$ cat src/rtl/riscv_pipe_fifo.sv
// riscv_pipe_fifo: elastic rdy/ack buffer between two RISC-V pipeline stages.
// It is a DEPTH-entry circular queue with a synchronous flush. in_ack comes from
// the registered occupancy only, so no combinational path runs from out_ack to in_ack.
// Optional zero-latency bypass when empty: define RISCV_PIPE_BYPASS_EN.
//
// Ports:
//   clk       rising-edge clock
//   rst       synchronous active-high reset (priority over flush)
//   flush     discard all stored and in-flight entries at the next edge
//   in_rdy    upstream beat valid          in_ack    buffer can accept (= !full)
//   in_data   upstream payload
//   out_rdy   head beat valid              out_ack   downstream consumes head
//   out_data  head-of-queue payload        count     occupancy 0..DEPTH
module riscv_pipe_fifo #(
  parameter int unsigned DATA_W = 32,
  parameter int unsigned DEPTH  = 4,
  parameter int unsigned CNT_W  = $clog2(DEPTH + 1)
) (
  input  logic              clk,
  input  logic              rst,
  input  logic              flush,
  input  logic              in_rdy,
  output logic              in_ack,
  input  logic [DATA_W-1:0] in_data,
  output logic              out_rdy,
  input  logic              out_ack,
  output logic [DATA_W-1:0] out_data,
  output logic [CNT_W-1:0]  count
);

  localparam int unsigned PTR_W = $clog2(DEPTH);

  logic [DATA_W-1:0] mem_q [DEPTH];
  logic [PTR_W-1:0]  wr_ptr_q, wr_ptr_d;
  logic [PTR_W-1:0]  rd_ptr_q, rd_ptr_d;
  logic [CNT_W-1:0]  count_q, count_d;
  logic              full, empty, push, pop, wr_en, rd_en;

  assign full   = (count_q == CNT_W'(DEPTH));
  assign empty  = (count_q == '0);
  assign in_ack = !full;
  assign push   = in_rdy && in_ack;
  assign count  = count_q;

`ifdef RISCV_PIPE_BYPASS_EN
  // Empty buffer forwards the upstream beat in the same cycle.
  logic bypass;
  assign bypass   = empty && in_rdy;
  assign out_rdy  = (!empty || in_rdy) && !flush;
  assign out_data = bypass ? in_data : mem_q[rd_ptr_q];
  assign pop      = out_rdy && out_ack;
  // A bypassed beat that is consumed immediately never touches storage.
  assign wr_en    = push && !(bypass && pop);
  assign rd_en    = pop && !empty;
`else
  assign out_rdy  = !empty && !flush;
  assign out_data = mem_q[rd_ptr_q];
  assign pop      = out_rdy && out_ack;
  assign wr_en    = push;
  assign rd_en    = pop;
`endif

  // Next-state pointers and occupancy; flush zeroes everything.
  always_comb begin
    wr_ptr_d = wr_ptr_q;
    rd_ptr_d = rd_ptr_q;
    count_d  = count_q;
    if (flush) begin
      wr_ptr_d = '0;
      rd_ptr_d = '0;
      count_d  = '0;
    end else begin
      if (wr_en) wr_ptr_d = wr_ptr_q + PTR_W'(1);
      if (rd_en) rd_ptr_d = rd_ptr_q + PTR_W'(1);
      case ({wr_en, rd_en})
        2'b10:   count_d = count_q + CNT_W'(1);
        2'b01:   count_d = count_q - CNT_W'(1);
        default: count_d = count_q;
      endcase
    end
  end

  // State and storage registers.
  always_ff @(posedge clk) begin
    if (rst) begin
      wr_ptr_q <= '0;
      rd_ptr_q <= '0;
      count_q  <= '0;
      for (int i = 0; i < int'(DEPTH); i++) mem_q[i] <= '0;
    end else begin
      wr_ptr_q <= wr_ptr_d;
      rd_ptr_q <= rd_ptr_d;
      count_q  <= count_d;
      if (wr_en && !flush) mem_q[wr_ptr_q] <= in_data;
    end
  end

endmodule
$ cat config.mk
export PLATFORM = sky130hd
export DESIGN_NAME = riscv_pipe_fifo
export DESIGN_NICKNAME = d
export VERILOG_FILES = /design/src/rtl/riscv_pipe_fifo.sv
export SDC_FILE = /design/constraint.sdc
export NUM_CORES = 1
export LEC_CHECK = 0
export CORE_ASPECT_RATIO = 1.75
export CORE_MARGIN = 1
export CORE_UTILIZATION = 49
export DETAILED_ROUTE_END_ITERATION = 8
export GPL_TIMING_DRIVEN = 0
export PLACE_DENSITY = 0.73
export SYNTH_ARGS = -nofsm -noshare
export SYNTH_HDL_FRONTEND = slang
export SYNTH_SLANG_ARGS = --single-unit
$ cat constraint.sdc
create_clock -name clk -period 5.3 [get_ports clk]
set_input_delay 0.795 -clock clk [delete_from_list [all_inputs] [get_ports clk]]
set_output_delay 0.795 -clock clk [all_outputs]
set_load 0.01 [all_outputs]
==> results of run 1 <==
[critical path: cells and delay by family, from the launching register on]
kind	cells	cell delay, ps
buf+inv	3	1190
mux	1	580
flops	1	310
[state kept, by name (all words and copies together) (netlist names), named ones only]
signal    count
count         3
rd_ptr_q      2
wr_ptr_q      2
mem_q       128
[logic make-up (layout without fill, tap and decap cells)]
logic type	after synthesis	after routing	synth area share
mux	34	34	0.123
flops	137	137	0.669
buf+inv	26	136	0.0177
fa+ha+maj	2	2	0.00541
compound gates	9	9	0.00853
xor+xnor	2	2	0.00291
simple gates	155	155	0.173
[cell type report]
| type | instances | area, um^2 |
|---|---|---|
| plain buffers | 20 | 83.8 |
| clock buffers | 18 | 429 |
| clock inverters | 14 | 225 |
| fillers | 896 | 4350 |
| inverters | 6 | 22.5 |
| multi-input cells | 202 | 1890 |
| flip-flops and latches | 137 | 4020 |
| well taps | 165 | 206 |
| repair buffers | 78 | 768 |
[power breakdown]
| part | total, W | switching, W | internal [W] |
|---|---|---|---|
| clock network | 0.00131 | 0.000431 | 0.000877 |
| logic | 0.000170 | 0.0000798 | 0.0000901 |
| registers | 0.00125 | 0.0000139 | 0.00123 |
| total | 0.00272 | 0.000525 | 0.00220 |
[per-layer routing]
| metal | part of all wire | global-route usage | routed length, um | up-vias |
|---|---|---|---|---|
| li1 | - | - | - | 1538 |
| met1 | 0.37 | 0.230 | 4430 | 1678 |
| met2 | 0.56 | 0.374 | 6650 | 78 |
| met3 | 0.044 | 0.0560 | 518 | 16 |
| met4 | 0.018 | 0.0692 | 210 | 0 |
| met5 | 0 | 0 | 0 | - |
[cells in the final DEF (no fill, tap or decap), types with 3 or more instances in the layout]
cell type          n
o21ai_0            3
dfxtp_1            9
clkbuf_2           3
a21oi_1            4
buf_4              5
clkbuf_1          12
and2_2            28
mux4_2            32
clkdlybuf4s50_1   73
buf_2              4
clkbuf_16         17
bufinv_16          6
or2_2              3
edfxtp_1         128
nor2_1             6
inv_1              6
clkinv_1           4
and2_1           100
or3_1              3
nand2_1            5
[path summary, 6_finish.rpt]
kind | end | cells after the start | slack, ps
setup / recovery | out_data[16] | 4 | 2000
hold / removal | rd_ptr_q[1] | 2 | 500
setup reg to reg | count[2] | 9 | 2770
hold reg to reg | rd_ptr_q[1] | 2 | 500
[through the flow]
stage               power, W  utilization  setup WS (ps)  setup TNS, ps  hold WS (ps)
floorplan            0.00134            -            561              0           459
global placement     0.00143        0.579          -2750         -87780           475
detailed placement   0.00144        0.583           1880              0           492
CTS                  0.00273        0.638           1950              0           506
global route         0.00279        0.638           1870              0           533
finish               0.00272        0.638           2000              0           505
==> flow_summary.toml, run 1 <==
[layout]
syn_to_final_growth_pct = 27.2
fin_nets = 501
fin_cells = 640
final_area_mm2 = 0.00765
num_antenna_cells = 0
layout-drive-gt1-share = 0.229

[global_routing]
grt_antenna_before_repair = 0
grt_max_degree = 33
grt_pass1_wl_mm = 18.9
grt_usage = 0.206
grt_overflow_total = 0
grt_pass1_vias = 3647

[routing]
wirelength_mm = 11.8
viasPerCell = 5.17
vias = 3310
drt-wirelength-per-cell_um = 18.5
drt_iter0_drc = 198
first_pass_iters = 4
ant_nets = 0
drc_errors = 0

[synth]
yosys.area.top_type_share = 0.639
ys_ff_latch = 137
synth_area_leaders = "edfxtp_1 64%, mux4_2 12%, and2_1 10%, and2_2 3.5%, dfxtp_1 3.0%"
synthesis.area_mm2 = 0.00602
ys_types = 31
yosysWarnings = 0
synthCells = 365
ys.flop_type = "edfxtp_1"
synth_common_cells = "128 x edfxtp_1, 100 x and2_1, 32 x mux4_2"
yosysTopAreaCell = "edfxtp_1"
synthArstFlopShare = 0
synth_edf_count = 128
synth_nets = 404
syn_avg_cell_area_um2 = 16.5
ys_seq_area_frac = 0.669
synth_most_common_cell = "edfxtp_1"

[run_status]
status = "complete, no violations"

[power_and_ir_drop]
leakagePower_nw = 2.74
powerDensity_mw_per_mm2 = 356
peakVddDrop_uv = 258

[timing]
hold_violations = 0
fmax_mhz = 303
final-max-slew-violation-count = 0
setup_viol = 0
relSlewSlack = 0.381
rsz0062_at_grt = "no"
period_minus_slack_ps = 3300
period_share = 0.622
fin_skew_ps = 7.01
worstMarginPinSlew_ps = 928

[worst_hold_path]
hold_path_class = "reg -> reg"
hold_path_startpoint = "rd_ptr_q[1]"

[cts]
ctsResizeCount = 0
cts_htree_levels = 4
postCtsHoldBufs = 0
cts_tree = "built"
cts_sinks = 137
clk-insertion-delay-late_ps = 420
cts.root.buffer_cell = "clkbuf_16"
cts_buffers = 17
clkTransAtPathRegs_ps = 60
clockBufferDepth = 2
postCtsSetupBuffers = 0

[worst_setup_path]
r2r_start = "count[2]"
crit_fanout = 10
end_kind = "output port"
worstSetupPathType = "reg -> out"
worstPathCellList = "clkbuf_1 -> buf_2 -> mux4_2 -> clkdlybuf4s50_1"
crit_path_start_kind = "flop"
crit_slowest_cell = "mux4_2"
max_stage_delay_ps = 580
arrival_ps = 2500
required_ps = 4510

[place]
io_buffers = 73
dp_cells = 608
dpl_cell_area_mm2 = 0.00700
dp_hpwl_mm = 7.50
gp_congestion = 0.794

[die]
core_region_area_mm2 = 0.0120
io_pins = 74
rows = 53
fp.dieH_um = 149
start_util = 0.501
die-area_mm2 = 0.0127
die_w_um = 85.8

[flow_run]
maxCapViolCount = 0
(Power assumes the default switching activity.)
==> run 2, diff against run 1 <==
==> constraint.sdc (replaced) <==
create_clock -name clk -period 3.05 [get_ports clk]
set_input_delay 0.4575 -clock clk [delete_from_list [all_inputs] [get_ports clk]]
set_output_delay 0.4575 -clock clk [all_outputs]
set_load 0.01 [all_outputs]
==> run 2 against run 1 <==
Cell count decreased by 0.47%. Flip-flop and latch count unchanged. Wire length increased by 1.3%. Count of clock-buffer cells in the layout unchanged. Non-clock buffer count decreased by 3. Critical path depth unchanged. Combinational power increased by 74%. First-iteration DRC count decreased by 21%. Global-route usage increased by 0.20 points. Critical endpoint is now out_data[18]. Largest power group unchanged.
==> flow_summary.toml, run 2 (synthesis results as in run 1) <==
[layout]
final_cell_mix = "128 x edfxtp_1, 100 x and2_1, 73 x clkdlybuf4s50_1, 32 x mux4_2, 28 x and2_2"
fin_nets = 498
final_common_cell = "edfxtp_1"
largest_reg_flops = 128
syn_to_final_growth_pct = 27.3
fin_util = 0.638
num_antenna_cells = 0
nFillCells = 885
fin_cells = 637
layout-drive-gt1-share = 0.227
regMostFlops = "mem_q"

[place]
dp_hpwl_mm = 7.59
gp_congestion = 0.787
io_buffers = 73
dp_cells = 605

[global_routing]
grt_pass1_wl_mm = 19.1
grt_overflow_total = 0
grt_pass1_vias = 3711
met1_usage = 0.227
grtUsageMet3 = 0.0499
grt_max_degree = 33
grt_usage = 0.208
busiest_layer = "met2"
met2_usage = 0.375
grt_antenna_before_repair = 0

[run_status]
status = "complete, no violations"

[flow_run]
maxCapViolCount = 0

[worst_setup_path]
max_stage_delay_ps = 560
worstSetupPathType = "reg -> out"
r2r_start = "count[2]"
crit_path_start_kind = "flop"
end_kind = "output port"
arrival_ps = 2400
crit_fanout = 10
required_ps = 2590
worstPathCellList = "clkbuf_1 -> clkbuf_4 -> mux4_2 -> clkdlybuf4s50_1"
crit_slowest_cell = "mux4_2"

[worst_hold_path]
hold_path_startpoint = "rd_ptr_q[1]"
hold_path_class = "reg -> reg"

[routing]
drt_iter0_drc = 157
wirelength_mm = 12.0
vias = 3315
drc_errors = 0
first_pass_iters = 5
drt-wirelength-per-cell_um = 18.8
viasPerCell = 5.20
ant_nets = 0

[cts]
cts_htree_levels = 4
clk-insertion-delay-late_ps = 410
clockBufferDepth = 2
postCtsHoldBufs = 0
cts_tree = "built"
clkTransAtPathRegs_ps = 50
cts.root.buffer_cell = "clkbuf_16"
postCtsSetupBuffers = 0
cts_sinks = 137
cts_buffers = 17
ctsResizeCount = 0

[timing]
fmax_mhz = 350
rsz0062_at_grt = "no"
setup_viol = 0
relSlewSlack = 0.338
final-max-slew-violation-count = 0
hold_violations = 0
period_share = 0.936
period_minus_slack_ps = 2850
fin_skew_ps = 4.76
worstMarginPinSlew_ps = 990

[power_and_ir_drop]
leakagePower_nw = 2.72
powerDensity_mw_per_mm2 = 618
power_w = 0.00473
peakVddDrop_uv = 399

[die]
die_w_um = 85.8
rows = 53
core_region_area_mm2 = 0.0120
start_util = 0.501
die-area_mm2 = 0.0127
io_pins = 74
fp.dieH_um = 149
[run 2: changes by cell type in the layout (fill, tap and decap cells not counted)]
cell | before | now
clkinvlp_4 | 1 | 3
buf_4 | 5 | 0
buf_2 | 4 | 1
o41ai_2 | 1 | 0
clkbuf_4 | 0 | 3
clkinv_4 | 0 | 1
clkinv_1 | 4 | 3
o41ai_4 | 0 | 1
inv_6 | 2 | 0
buf_6 | 0 | 2
[run 2: power breakdown]
group	switching, W	internal, W	leakage [nW]
Sequential	0.0000233	0.00214	1.40
Clock	0.000753	0.00152	0.309
Combinational	0.000140	0.000156	1.02
[run 2: final cells by class]
| cell class | count | area [um^2] | area share |
|---|---|---|---|
| flip-flops and latches | 137 | 4020 | 0.525 |
| plain buffers | 20 | 91.3 | 0.0119 |
| repair buffers | 75 | 753 | 0.0983 |
| multi-input cells | 202 | 1900 | 0.249 |
| clock buffers | 18 | 429 | 0.0560 |
| well taps | 165 | 206 | 0.0270 |
| inverters | 6 | 22.5 | 0.00294 |
| clock inverters | 14 | 228 | 0.0297 |
[run 2: worst paths after layout]
check,endpoint,slack (ps),depth (start not counted)
worst max-delay path,out_data[18],200,4
worst max register to register,count[2],510,9
worst min register to register,rd_ptr_q[1],490,2
worst min-delay path,rd_ptr_q[1],490,2
[run 2: stage by stage]
stage | TNS (ps) | setup WS (ps) | hold WS [ps] | cell area (um^2)
3_5_place_dp | -6200 | -80.8 | 489 | 6990
5_1_grt | 0 | 36.7 | 524 | 7660
2_1_floorplan | 0 | 92.1 | 459 | 6020
6_report | 0 | 196 | 488 | 7660
3_3_place_gp | -58610 | -1770 | 489 | 6960
4_1_cts | 0 | 55.4 | 497 | 7650
[run 2: worst max-delay path: cells and delay by family (launching register included)]
kind / cells / cell delay, ps
buffers and inverters: 3 / 1120
muxes: 1 / 560
DFF: 1 / 300
[run 2: metal layers]
metal  up-vias  wire length (um)  share of wire
met5         -                 0              0
met4         0               314          0.026
met3        30               387          0.032
met2        79              6770           0.57
met1      1668              4490           0.38
li1       1538                 -              -
==> run 3, diff against run 2 <==
--- a/config.mk
+++ b/config.mk
@@ -5,7 +5,6 @@
 export SDC_FILE = /design/constraint.sdc
 export NUM_CORES = 1
 export LEC_CHECK = 0
-export CORE_ASPECT_RATIO = 1.75
 export CORE_MARGIN = 1
 export CORE_UTILIZATION = 49
 export DETAILED_ROUTE_END_ITERATION = 8
==> run 3 against run 2 <==
Cell count is 2.7% lower. Via count is 1.1% lower. Non-clock buffer count up 1. Global-route usage shrank 1.0 points. Clock power shrank 12%. Largest power group is now registers. Flip-flop and latch count stayed put. Critical endpoint is now out_data[17]. Clock skew about the same. Combinational power hardly changed. Sequential share of layout area increased by 0.73 points. Maximum frequency shrank 1.8%.
==> flow_summary.toml, run 3 (synthesis results as in run 1) <==
[timing]
worst_slack_ps = 143
period_minus_slack_ps = 2910
worstMarginPinSlew_ps = 953
fin_skew_ps = 4.68
setup_viol = 0
period_share = 0.953
final-max-slew-violation-count = 0
hold_violations = 0
fin_hold_ws_ps = 498
fmax_mhz = 344
tns_ps = 0
relSlewSlack = 0.365
rsz0062_at_grt = "no"

[cts]
postCtsSetupBuffers = 0
clk-insertion-delay-late_ps = 410
clockBufferDepth = 2
postCtsHoldBufs = 0
cts_htree_levels = 4
cts_sinks = 137
cts.root.buffer_cell = "clkbuf_16"
cts_tree = "built"
ctsResizeCount = 0
clkTransAtPathRegs_ps = 60
cts_buffers = 17

[layout]
regMostFlops = "mem_q"
nFillCells = 874
final_cell_mix = "128 x edfxtp_1, 100 x and2_1, 73 x clkdlybuf4s50_1, 32 x mux4_2, 28 x and2_2"
multiInputGateArea_mm2 = 0.00190
num_antenna_cells = 0
syn_to_final_growth_pct = 25.6
largest_reg_flops = 128
layout-drive-gt1-share = 0.218
regArea_mm2 = 0.00402
final_common_cell = "edfxtp_1"
fin_nets = 499

[place]
dp_hpwl_mm = 7.08
io_buffers = 73
gp_congestion = 0.753
post-place-ws_ps = -64.5

[die]
die_w_um = 113
io_pins = 74
start_util = 0.501
core_region_area_mm2 = 0.0120
rows = 40
fp.dieH_um = 113
die-area_mm2 = 0.0127

[routing]
wirelength_mm = 11.6
drc_errors = 0
drt_iter0_drc = 177
ant_nets = 0
first_pass_iters = 5
viasPerCell = 5.29
vias = 3279
drt-wirelength-per-cell_um = 18.7

[global_routing]
grt_overflow_total = 0
grt_usage = 0.198
grt_pass1_wl_mm = 18.1
grt_antenna_before_repair = 0
grt_pass1_vias = 3502
grt_max_degree = 33

[run_status]
status = "complete, no violations"

[worst_setup_path]
arrival_ps = 2450
worstSetupPathType = "reg -> out"
max_stage_delay_ps = 590
crit_slowest_cell = "mux4_2"
crit_path_start_kind = "flop"
required_ps = 2590
worstPathCellList = "clkbuf_1 -> buf_2 -> mux4_2 -> clkdlybuf4s50_1"
end_kind = "output port"
crit_fanout = 10

[power_and_ir_drop]
powerDensity_mw_per_mm2 = 589
power_w = 0.00445
leakagePower_nw = 2.70
peakVddDrop_uv = 416

[worst_hold_path]
hold_path_class = "reg -> reg"

[flow_run]
maxCapViolCount = 0
## run 3: cell types whose count changed in the layout (fill, tap and decap cells not counted), sizes merged
cell      previous run  this run
clkinv               5         6
buf                  5         9
clkinvlp             3         1
clkbuf              35        36
bufinv               6         3
## run 3: layer usage
metal	global-route usage	part of all wire
met4	0.0791	0.015
met5	0	0
met1	0.229	0.40
met2	0.354	0.53
met3	0.0477	0.050
## run 3: per-stage QoR
stage / cells / area, um^2 / utilization
finish: 620 / 7550 / 0.629
detailed placement: 588 / 6980 / 0.581
floorplan: 365 / 6020 / -
global placement: 585 / 6940 / 0.578
CTS: 620 / 7550 / 0.629
global route: 620 / 7550 / 0.629
## run 3: worst paths after layout
kind,from,endpoint,slack (ps),cells after the start
worst min register to register,rd_ptr_q[1],flop,500,2
worst min-delay path,rd_ptr_q[1],flop,500,2
worst max-delay path,flop,out_data[17],140,4
worst max register to register,count[1],count[2],510,8
## run 3: layout make-up
| type | count | share of cell area |
|---|---|---|
| inverter | 6 | 0.00298 |
| sequential | 137 | 0.533 |
| clock buffer | 22 | 0.0588 |
| multi-input combinational | 202 | 0.252 |
| tap | 147 | 0.0243 |
| clock inverter | 10 | 0.0167 |
| timing repair buffer | 76 | 0.101 |
| buffer | 20 | 0.0111 |
## run 3: critical path: cells and delay by family, from the launching register on
| kind | cells | cell delay [ps] |
|---|---|---|
| buffers and inverters | 3 | 1150 |
| flip-flops | 1 | 300 |
| multiplexers | 1 | 590 |
## run 3: where the power goes
part	switching, W	internal [W]
logic	0.000139	0.000157
registers	0.0000226	0.00214
clock network	0.000718	0.00127
total	0.000879	0.00357
==> patch 1 (flow settings as in run 1) <==
Change the parameter `DATA_W` from 32 to 48.
--- a/src/rtl/riscv_pipe_fifo.sv
+++ b/src/rtl/riscv_pipe_fifo.sv
@@ -12,7 +12,7 @@
 //   out_rdy   head beat valid              out_ack   downstream consumes head
 //   out_data  head-of-queue payload        count     occupancy 0..DEPTH
 module riscv_pipe_fifo #(
-  parameter int unsigned DATA_W = 32,
+  parameter int unsigned DATA_W = 48,
   parameter int unsigned DEPTH  = 4,
   parameter int unsigned CNT_W  = $clog2(DEPTH + 1)
 ) (
Ports: changed (resized in_data and out_data); port bits go from 74 to 106. The function was not compared with the original's and may differ.
==> patch 1 against run 1 <==
- register-to-register slack lost 240 ps
- sequential power grew 46%
- power grew 20%
- via count grew 42%
- wire length grew 49%
- synthesized area grew 46%
- final area grew 40%
- die area grew 45%
- sequential cell count grew 64
- final cell count grew 40%
- synthesized cell count grew 42%
- maximum frequency shrank 9.8%
- setup slack lost 360 ps
- largest cell class unchanged
- largest power group is now sequential cells
==> patch 1: results (changes against run 1) <==
SYNTH-ADDER-AREA-SHARE_PCT=0.371  # -0.17 points
POST-PLACE-CELLS=861  # +42%
LARGEST_REGISTER_FF_COUNT=192  # +50%
FRACTION_OF_FINAL_LAYOUT_CELLS_SIZED_BEYOND_DRIVE_STRENGTH_1_PCT=18.1  # -4.8 points
MAX-CLOCK-PATH-BUFFERS=3  # +1
YOSYS_WARNINGS=0  # unchanged
CPPEAKSTAGEDELAY_PS=560  # -20 ps
NUMCLOCKSINKS=201  # +47%
PATH_CLK_SLEW_PS=70
NUMCTSBUFFERS=18  # +1
POST_SYNTH_XOR_AREA_FRACTION_PCT=0.400  # +0.11 points
DRT-INITIAL-DRC-COUNT=194  # -2.0%
GRT_PASS1_WL_UM=27700  # +46%
OUTCOME='finished clean'
POSTSYNTHCELLCOUNT=520  # +42%
SYNTH_TOP_CELLS_BY_COUNT='sky130_fd_sc_hd__edfxtp_1 (192), sky130_fd_sc_hd__and2_1 (175), sky130_fd_sc_hd__mux4_2 (48)'
SEQ_AREA_FRAC_SYNTH_PCT=67.9  # +1.0 points
SYNTH_ENABLE_FLOP_CELLS=192  # +50%
IR_DROP_uV=237  # -8.2%
DP.FINAL_HPWL_UM=11400  # +52%
GRT_START_MAX_NET_PINS=49  # +48%
NETS=705  # +41%
DR_TOTAL_VIAS=4704  # +42%
CTS-HTREE-LEVELS=1  # -3
CELLLEAKAGEPOWER_uW=0.00382  # +39%
POST_SYNTH_MUX_AREA_SHARE_PCT=12.3  # +0.032 points
VIAS_PER_CELL=5.27  # +1.9%
SYNTHTOPCELLSBYAREA='sky130_fd_sc_hd__edfxtp_1 (66%), sky130_fd_sc_hd__and2_1 (13%), sky130_fd_sc_hd__mux4_2 (12%)'
SYNTH-COMPOUND-AREA-SHARE_PCT=0.686  # -0.17 points
BUFFER_PORTS.INSERTED=105  # +44%
WORST_REL_SLEW_SLACK_PCT=9.19  # -29 points
CLK_LATENCY_PS=480  # +60 ps
PLACE_WS_PS=1250  # -627 ps
CRIT_SLOWEST_CELL='sky130_fd_sc_hd__buf_1'
FIRST_GLOBAL_VIAS=5239  # +44%
POST-ROUTE-DRC-COUNT=0  # unchanged
GPL.FINAL_WEIGHTED_CONGESTION=0.758  # -4.5%
PLACEDINSTANCEAREA_UM2=10200  # +45%
FINCLKSKEW_PS=7.23  # +0.220 ps
DETAIL_ROUTE.WIRELENGTH_UM=17600  # +49%
GRT_USAGE_PCT=20.4  # -0.19 points
POSTSYNTHNETCOUNT=575  # +42%
## patch 1: worst register-to-register path, stage by stage, from the launching register on
cell and delay [ps]:
sky130_fd_sc_hd__dfxtp_1 330, sky130_fd_sc_hd__buf_2 190, sky130_fd_sc_hd__nor3b_4 120, sky130_fd_sc_hd__nor4_4 360, sky130_fd_sc_hd__buf_2 290, sky130_fd_sc_hd__or2_2 1070
## patch 1: per-stage QoR
stage               TNS, ps  total power, µW  hold slack [ps]
floorplan                 0             1970              485
global placement     -77800             2110              515
detailed placement        0             2130              527
CTS                       0             3300              546
global route              0             3380              614
finish                    0             3280              544
## patch 1: path summary, 6_finish.rpt
path                            slack, ps   startpoint  cells after the start           end
worst min-delay path                  540  rd_ptr_q[0]                      2     flip-flop
worst min register to register        540  rd_ptr_q[0]                      2     flip-flop
worst max register to register       2530     count[0]                      5  mem_q[0][43]
worst max-delay path                 1640    flip-flop                      4  out_data[36]
## patch 1: cells by family (layout without fill, tap and decap cells)
| logic type | count (synthesis) | after routing |
|---|---|---|
| and+or+nand+nor | 217 | 217 |
| DFF | 201 | 201 |
| muxes | 48 | 48 |
| buffers and inverters | 38 | 180 |
| AOI/OAI and AO/OA | 10 | 10 |
| xor gates and xnor gates | 4 | 4 |
| adders and majority gates | 2 | 2 |
## patch 1: final cells by class
type | count | area, µm²
buffer | 32 | 165
fill | 1393 | 6750
clock buffer | 23 | 490
sequential | 201 | 5950
tap | 231 | 289
timing repair buffer | 110 | 1110
clock inverter | 9 | 36.3
inverter | 6 | 22.5
multi-input combinational | 281 | 2650
## patch 1: power by group
group          switching [µW]  internal [µW]
clock network             539            653
logic                     120            138
registers                18.5           1810
total                     677           2600
## patch 1: metal layers
metal	share of wire, %	vias to the layer above	track usage [%]
met4	1.8	0	5.28
met1	37	2384	22.9
met3	4.3	21	2.81
met2	57	119	39.4
met5	0	-	0
li1	-	2180	-
==> patch 2 (flow settings as in run 1) <==
Made on the original files. Put one more register stage on the output `count`, with the module's reset. The value now appears one clock later. The other outputs are not delayed to match.
--- a/src/rtl/riscv_pipe_fifo.sv
+++ b/src/rtl/riscv_pipe_fifo.sv
@@ -40,7 +40,13 @@
   assign empty  = (count_q == '0);
   assign in_ack = !full;
   assign push   = in_rdy && in_ack;
-  assign count  = count_q;
+  always_ff @(posedge clk) begin
+    if (rst) begin
+      count <= '0;
+    end else begin
+      count <= count_q;
+    end
+  end
 
 `ifdef RISCV_PIPE_BYPASS_EN
   // Empty buffer forwards the upstream beat in the same cycle.
Check against the original RTL: not equivalent (a bounded check fails within 4 cycles, from zero or initial values and one cycle with rst high).
==> patch 2 against run 1 <==
- wire length is essentially flat
- global-route usage is 0.39 points lower
- worst hold slack lost 4.4 ps
- count of clock-buffer cells in the layout did not move
- setup slack better by 38 ps
- sequential cell count grew 3
- power shrank 7.9%
- final area down 0.44%
- synthesized area up 1.3%
- largest cell class unchanged
- highest routed layer unchanged
==> patch 2: results (changes against run 1) <==
OUTCOME='finished clean'
POWER.GROUP.TOP='sequential cells'
FINCLKSKEW_PS=7.08  # +0.0734 ps
INTPOWER_uW=1980  # -10%
NETS=508  # +1.4%
FIRST_GLOBAL_VIAS=3551  # -2.6%
YOSYS_WARNINGS=0  # unchanged
SYNTHTOPCELLSBYAREA='sky130_fd_sc_hd__edfxtp_1 (63%), sky130_fd_sc_hd__mux4_2 (12%), sky130_fd_sc_hd__and2_1 (11%)'
PLACEDINSTANCEAREA_UM2=7080  # +1.2%
DP.FINAL_HPWL_UM=7730  # +3.1%
REG_TOP3='mem_q (128), count (3), count_q (3)'
PLACE_WS_PS=1830  # -55.3 ps
SEQ_AREA_FRAC_SYNTH_PCT=67.0  # +0.12 points
SYNTH_ASYNC_SR_FLOP_SHARE_PCT=0  # unchanged
FRACTION_OF_FINAL_LAYOUT_CELLS_SIZED_BEYOND_DRIVE_STRENGTH_1_PCT=21.6  # -1.4 points
GPL.FINAL_WEIGHTED_CONGESTION=0.728  # -8.2%
SHARE_SEQ_OF_TOTAL_POWER_PCT=50.5  # +4.8 points
WORST-SLEW-PIN-TRANSITION_PS=995  # +67.2 ps
VIAS_PER_CELL=5.17  # -0.13%
GRT_PASS1_WL_UM=18400  # -2.8%
HOLDPATHSTAGES=2  # unchanged
CELLLEAKAGEPOWER_uW=0.00272  # -0.87%
POST_SYNTH_MUX_AREA_SHARE_PCT=12.2  # -0.16 points
DRT-WIRELENGTH-PER-CELL_UM=18.3  # -1.0%
SYNTH-ADDER-AREA-SHARE_PCT=0.534  # -0.0070 points
POSTSYNTHNETCOUNT=411  # +1.7%
GRT_USAGE_PCT=20.2  # -0.39 points
FF2FF_PATH_DEPTH=8  # -1
IR_DROP_uV=233  # -9.5%
ARRIVAL_PS=2470  # -30 ps
SYNTH_CELL_TYPES=33  # +6.5%
POST_SYNTH_XOR_AREA_FRACTION_PCT=0.287  # -0.0038 points
PG_CLK_uW=1070  # -18%
DRT-INITIAL-DRC-COUNT=188  # -5.1%
CTS-HTREE-LEVELS=4  # unchanged
SYNTH-COMPOUND-AREA-SHARE_PCT=0.842  # -0.011 points
==> patch 2: changes by cell type after synthesis, sizes merged <==
cell / delta
dfxtp: +3
buf: -1
nor2: +2
clkbuf: +2
and2b: +1
==> patch 2: path summary, 6_finish.rpt <==
check,startpoint,end,slack (ps)
worst min register to register,rd_ptr_q[1],rd_ptr_q[1],500
worst max-delay path,flip-flop,out_data[13],2040
worst max register to register,count_q[0],count_q[2],2820
worst min-delay path,rd_ptr_q[1],rd_ptr_q[1],500
==> patch 2: routing by layer <==
metal | vias to the layer above | track usage (%) | wire length [µm]
met5 | - | 0 | 0
met4 | 0 | 9.33 | 223
met3 | 14 | 5.41 | 371
met2 | 78 | 37.4 | 6900
met1 | 1692 | 20.7 | 4320
li1 | 1558 | - | -
==> patch 2: worst max-delay path: stages, from the launching register on <==
cell and delay (ps):
sky130_fd_sc_hd__dfxtp_1 320, sky130_fd_sc_hd__clkbuf_1 240, sky130_fd_sc_hd__buf_2 400, sky130_fd_sc_hd__mux4_2 590
sky130_fd_sc_hd__clkdlybuf4s50_1 500
==> patch 2: cell families after synthesis <==
logic type,count (synthesis)
compound gates,9
flops,140
xor+xnor,2
mux,34
buf+inv,27
simple gates,158
fa+ha+maj,2
==> patch 2: cell type report <==
type	count	area [µm²]
clock inverters	14	105
flip-flops and latches	140	4080
clock buffers	18	429
multi-input cells	205	1900
well taps	165	206
plain buffers	21	93.8
repair buffers	78	776
inverters	6	22.5
fillers	953	4450
==> patch 2: per-stage QoR <==
stage / TNS, ps / power [µW] / hold slack (ps) / cells
5_1_grt: 0 / 2590 / 514 / 647
2_1_floorplan: 0 / 1360 / 459 / 372
6_report: 0 / 2510 / 500 / 647
3_5_place_dp: 0 / 1460 / 485 / 615
4_1_cts: 0 / 2520 / 496 / 647
3_3_place_gp: -86680 / 1460 / 481 / 610
